[src/rtl/fifo_module.sv]
// ============================================================================
// Module   : fifo_module
// Purpose  : Single-clock FIFO with registered read data and registered
//            full/empty flags. Define FIFO_MODULE_COUNT_EN to add count_out.
// Revision : 1.0
// ============================================================================
`default_nettype none

module fifo_module #(
    parameter int DATA_W = 32,
    parameter int DEPTH  = 8
) (
    input  logic                       clk_put,
    input  logic                       reset,
    input  logic                       req_put,
    input  logic                       req_get,
    input  logic [DATA_W-1:0]          data_put,
    output logic [DATA_W-1:0]          data_get,
    output logic                       full_out,
`ifdef FIFO_MODULE_COUNT_EN
    output logic                       empty_out,
    output logic [$clog2(DEPTH):0]     count_out
`else
    output logic                       empty_out
`endif
);

    localparam int ADDR_W = $clog2(DEPTH);
    localparam logic [ADDR_W:0] PTR_ONE = {{ADDR_W{1'b0}}, 1'b1};

    logic [DATA_W-1:0] mem_q [DEPTH];
    logic [ADDR_W:0]   head_q, head_d;
    logic [ADDR_W:0]   tail_q, tail_d;
    logic [DATA_W-1:0] data_get_q;
    logic              full_q, full_d;
    logic              empty_q, empty_d;
    logic              put_acc;
    logic              get_acc;

    // Acceptance is judged against the registered flags, so a put while full
    // is dropped even if a get frees a slot at the same edge (and vice versa).
    assign put_acc = req_put & ~full_q;
    assign get_acc = req_get & ~empty_q;

    always_comb begin
        head_d  = get_acc ? head_q + PTR_ONE : head_q;
        tail_d  = put_acc ? tail_q + PTR_ONE : tail_q;
        empty_d = (head_d == tail_d);
        full_d  = (head_d[ADDR_W-1:0] == tail_d[ADDR_W-1:0]) &&
                  (head_d[ADDR_W] != tail_d[ADDR_W]);
    end

    always_ff @(posedge clk_put or posedge reset) begin
        if (reset) begin
            head_q     <= '0;
            tail_q     <= '0;
            data_get_q <= '0;
            full_q     <= 1'b0;
            empty_q    <= 1'b1;
        end else begin
            head_q  <= head_d;
            tail_q  <= tail_d;
            full_q  <= full_d;
            empty_q <= empty_d;
            if (get_acc) begin
                data_get_q <= mem_q[head_q[ADDR_W-1:0]];
            end
        end
    end

    // Storage needs no reset; pointers alone define which words are live.
    always_ff @(posedge clk_put) begin
        if (put_acc) begin
            mem_q[tail_q[ADDR_W-1:0]] <= data_put;
        end
    end

`ifdef FIFO_MODULE_COUNT_EN
    logic [ADDR_W:0] count_q, count_d;

    assign count_d = tail_d - head_d;

    always_ff @(posedge clk_put or posedge reset) begin
        if (reset) begin
            count_q <= '0;
        end else begin
            count_q <= count_d;
        end
    end

    assign count_out = count_q;
`endif

    assign data_get  = data_get_q;
    assign full_out  = full_q;
    assign empty_out = empty_q;

endmodule

`default_nettype wire

[config.mk]
export PLATFORM = sky130hd
export DESIGN_NAME = fifo_module
export DESIGN_NICKNAME = d
export VERILOG_FILES = /design/src/rtl/fifo_module.sv
export SDC_FILE = /design/constraint.sdc
export NUM_CORES = 1
export LEC_CHECK = 0
export BUFFER_PORTS_ARGS = -buffer_cell sky130_fd_sc_hd__buf_2
export CAP_MARGIN = 10
export CELL_PAD_IN_SITES_DETAIL_PLACEMENT = 1
export CELL_PAD_IN_SITES_GLOBAL_PLACEMENT = 2
export CORE_UTILIZATION = 45
export DETAILED_ROUTE_END_ITERATION = 10
export PLACE_DENSITY_LB_ADDON = 0.1
export SYNTH_ARGS = -nofsm -noshare
export SYNTH_HDL_FRONTEND = slang
export SYNTH_SLANG_ARGS = --single-unit
[constraint.sdc]
create_clock -name clk_put -period 6.8 [get_ports clk_put]
set_clock_uncertainty 0.15 [all_clocks]
set_input_delay 1.36 -clock clk_put [delete_from_list [all_inputs] [get_ports clk_put]]
set_output_delay 1.36 -clock clk_put [all_outputs]
set_load 0.05 [all_outputs]
**Yosys cells after proc, flatten, opt, wreduce, memory -nomap -nowiden**

Memories as Yosys holds them, arrays and structs flattened. A register that Yosys moved wholly into a read port is not among the register bits.
Cells that the tools add are included.
W data, S select, Z words.

- Multiply operators: 0
- Add/sub/neg operators: 2
- Bitwise gates (word level): 4
- Equal/unequal tests: 3
- Magnitude comparators: 0
- Shift operators: 0
- Reduce and logical (&&, ||, !) cells: 1
- Div/mod/pow operators: 0
- Multiplexer cells: 4

Operators with widths:

| operator | number |
|---|---|
| $add A4 B1 Y4 const B | 2 |
| $mux W4 | 2 |
| $eq A4 B4 Y1 | 1 |
| $eq A3 B3 Y1 | 1 |
| $and A1 B1 Y1 | 2 |
| $mux W1 | 2 |
| $not A1 Y1 | 2 |
| $logic_and A1 B1 Y1 | 1 |
| $ne A1 B1 Y1 | 1 |

- Memories kept: 1
- Bits in registers: 10
- Word-level logic and storage cells: 19
- Bits of input ports: 36
- Output and inout port bits: 34
- Bits in latches: 0
- ROM bits: 0
- Bits in writable memories: 256

Memories:

| name | depth | bits a word | read ports | clocked after Yosys merged registers in | wr ports | RTL line | RTL |
|---|---|---|---|---|---|---|---|
| mem_q | 8 | 32 | 1 | 1 | 1 | 31 | `logic [DATA_W-1:0] mem_q [DEPTH];` |

**Longest topological paths before layout**

- Word-level depth: 5
- Mapped depth: 7

**Worst setup path after synthesis**

OpenSTA, ideal clock, no wires.

- Path type: input -> register
- Start: input req_put
- End: memory mem_q[1][0], enable pin
- Required time: 6.137 ns
- Setup slack: 1.149 ns
- Stages on the path: 2
- Library setup time: 0.513 ns
- Arrival: 4.987 ns
- Buffers on the path: 0
- Path through: or2b_1 nor4b_1

- Longest elaborated chain between the ends: 3

Ends and longest elaborated chain:

| element | RTL line | RTL |
|---|---|---|
| from (decl) | 15 | `input logic req_put,` |
| $and A1 B1 Y1 | 42 | `assign put_acc = req_put & ~full_q;` |
| $mux W1 | 73 | `if (put_acc) begin` |
| $mux W1 (not written as such) | 74 | `mem_q[tail_q[ADDR_W-1:0]] <= data_put;` |
| to (decl) | 31 |  |

Every way passes these cells.

**Final worst setup path**

- Start: register full_q (netlist: full_out)
- End: output full_out

RTL lines:

| element | RTL line | RTL |
|---|---|---|
| from (decl) | 35 | `logic full_q, full_d;` |
| from (signal assigned) | 63 | `full_q <= full_d;` |
| to (decl) | 19 | `output logic full_out,` |

No word-level cell between the ends.

==> reports/metrics.cfg <==
[timing]
rsz0062_at_grt = false
period_share = 0.447
max_freq_mhz = 329
slew_headroom = 0.275
finalSetupViolCount = 0
final-hold-violation-count = 0
slew_violations = 0
finalCriticalPeriod_ns = 3.04
fin_tns_setup_ns = 0
tightest_slew_ns = 1.09

[floorplanning]
core_um2 = 24400
ios = 70
start_util = 0.461
die_h_um = 160
rows = 57
chipWidth_um = 160
dieArea_um2 = 25600

[power]
powerDensity_nw_per_um2 = 447
p_switching_mw = 1.87
intPower_mw = 3.91
p_clk_frac = 0.267
switching_share = 0.323
power_frac_comb = 0.280
ir_worst_vdd_uv = 257
p_leak_nw = 4.46
pwr-share-seq = 0.453

[drt]
viasPerCell = 5.36
routed_wl_mm = 21.6
wl_per_cell_um = 22.5
first_iter_violations = 263
vias = 5151
firstDrtPassIters = 6
drc = 0
drtAntennaViolNets = 0

[clocking]
htree_levels = 1
clk_pin_slew_worst_paths_ns = 0.06
cts_buffer_depth = 3
clock_latency_ns = 0.54
cts_buffers = 31
post-cts-setup-buffer-count = 0
tritoncts = yes
cts.sinks = 298
holdBufCountCts = 0
cts-root-buf = clkbuf_16
ctsResizeCount = 0

[grt]
antenna_found_initial = 2
overflow = 0
grt_pass1_vias = 5673
grt_max_degree = 68
grt_pass1_wl_mm = 33.5
grt.total_usage = 0.175

[setup_path]
path_class = flip-flop to primary output
critPathTopFamily = flip-flops
start_kind = flip-flop
endpoint_kind = primary output
crit_fanout = 10
critPathBufInv = 1
path_cells = buf_2
slowest_delay_ns = 0.64
cp.arrival_ns = 1.53
slowest_stage = dfrtp_1
required_ns = 5.29

[yosys]
synth_cell_types = 29
synthArstFlopShare = 0.141
synth_area_um2 = 11200
yosys_register_bits = 298
synth-seq-area-share = 0.777
ys_warn_count = 0
avgSynthCellArea_um2 = 21.5
syn_inst = 524
synth-edff-count = 256
synthesis.nets = 562
yosys_most_used_dff = edfxtp_1

[layout]
syn_to_final_growth_pct = 14.8
nNetsFinal = 649
layout-drive-gt1-share = 0.320
final_common_cell = edfxtp_1
final_cell_mix = edfxtp_1 (256), buf_2 (69), mux4_2 (64)
stdcell_count = 961

[placement]
gp_congestion = 0.676
dp.final_hpwl_mm = 11.9
place_inst = 902
numPortBuffers = 69

[min_path]
hp-class = flip-flop to flip-flop

[run]
cap_violations = 0

[run_status]
status = complete, no violations

logic make-up after synthesis:
kind of cell,share of synthesized area
buf+inv,0.0157
mux,0.159
compound gates,0.0142
xor+xnor,0.00779
flops,0.777
fa+ha+maj,0.00223
simple gates,0.0235
power by group through the flow:
stage               Sequential (mW)  Clock (mW)  Combinational (mW)
global route                   2.67        1.64                1.74
global placement               2.64           0                1.63
finish                         2.61        1.54                1.62
detailed placement             2.66           0                1.65
floorplan                      2.82           0                1.05
CTS                            2.63        1.59                1.66
area by class of cell:
cell class | instances | area, um2
antenna | 2 | 5.00
inverter | 3 | 11.3
clock buffer | 43 | 841
multi-input combinational | 196 | 2380
timing repair buffer | 81 | 435
clock inverter | 14 | 90.1
fill | 2189 | 11500
sequential | 298 | 8750
tap | 324 | 405
layer usage:
| metal | track usage | vias up | share of wire |
|---|---|---|---|
| met3 | 0.0338 | 30 | 0.039 |
| met4 | 0.0424 | 2 | 0.015 |
| met5 | 0 | - | 0.00079 |
| li1 | - | 2300 | - |
| met1 | 0.226 | 2723 | 0.43 |
| met2 | 0.305 | 96 | 0.51 |
through the flow:
step	util	hold WS, ns	instance area (um2)	power [mW]	worst slack, ns
floorplan	-	0.327	11200	3.87	1.15
global placement	0.491	0.307	12000	4.27	3.50
detailed placement	0.491	0.324	12000	4.32	3.42
CTS	0.529	0.337	12900	5.88	3.76
global route	0.529	0.352	12900	6.05	3.71
finish	0.529	0.325	12900	5.77	3.76
worst paths after layout:
| kind | slack [ns] | to | depth (start not counted) | from |
|---|---|---|---|---|
| setup / recovery | 3.76 | full_out | 1 | full_out |
| hold / removal | 0.33 | data_get[3] | 2 | data_get[3] |
| setup reg to reg | 4.06 | data_get[3] | 4 | head_q[0] |
| hold reg to reg | 0.33 | data_get[3] | 2 | data_get[3] |
| max in group asynchronous | 5.17 | head_q[0] | 3 | reset |
| min in group asynchronous | 0.85 | data_get[6] | 3 | reset |
tightest hold or removal path: stages (launching register included):
cell and delay [ns]:
dfrtp_1 0.33, nand2_1 0.05, o21ai_1 0.06
cell usage after synthesis, drive strengths merged (3+ instances only):
cell type / count / share of area
xor2: 4 / 0.0031
dfrtp: 41 / 0.091
nor2: 3 / 0.0010
mux2i: 32 / 0.028
nor4: 3 / 0.0017
xnor2: 6 / 0.0047
edfxtp: 256 / 0.68
nand2: 34 / 0.011
clkbuf: 6 / 0.0020
mux4: 64 / 0.13
buf: 21 / 0.013
inv: 3 / 0.0010
o21ai: 32 / 0.014
sequential cells by signal, summed over array words and instances (netlist names):
name,cells
data_get,32
tail_q,4
head_q,4
mem_q,256
empty_out,1
full_out,1
(Power assumes the default switching activity.)
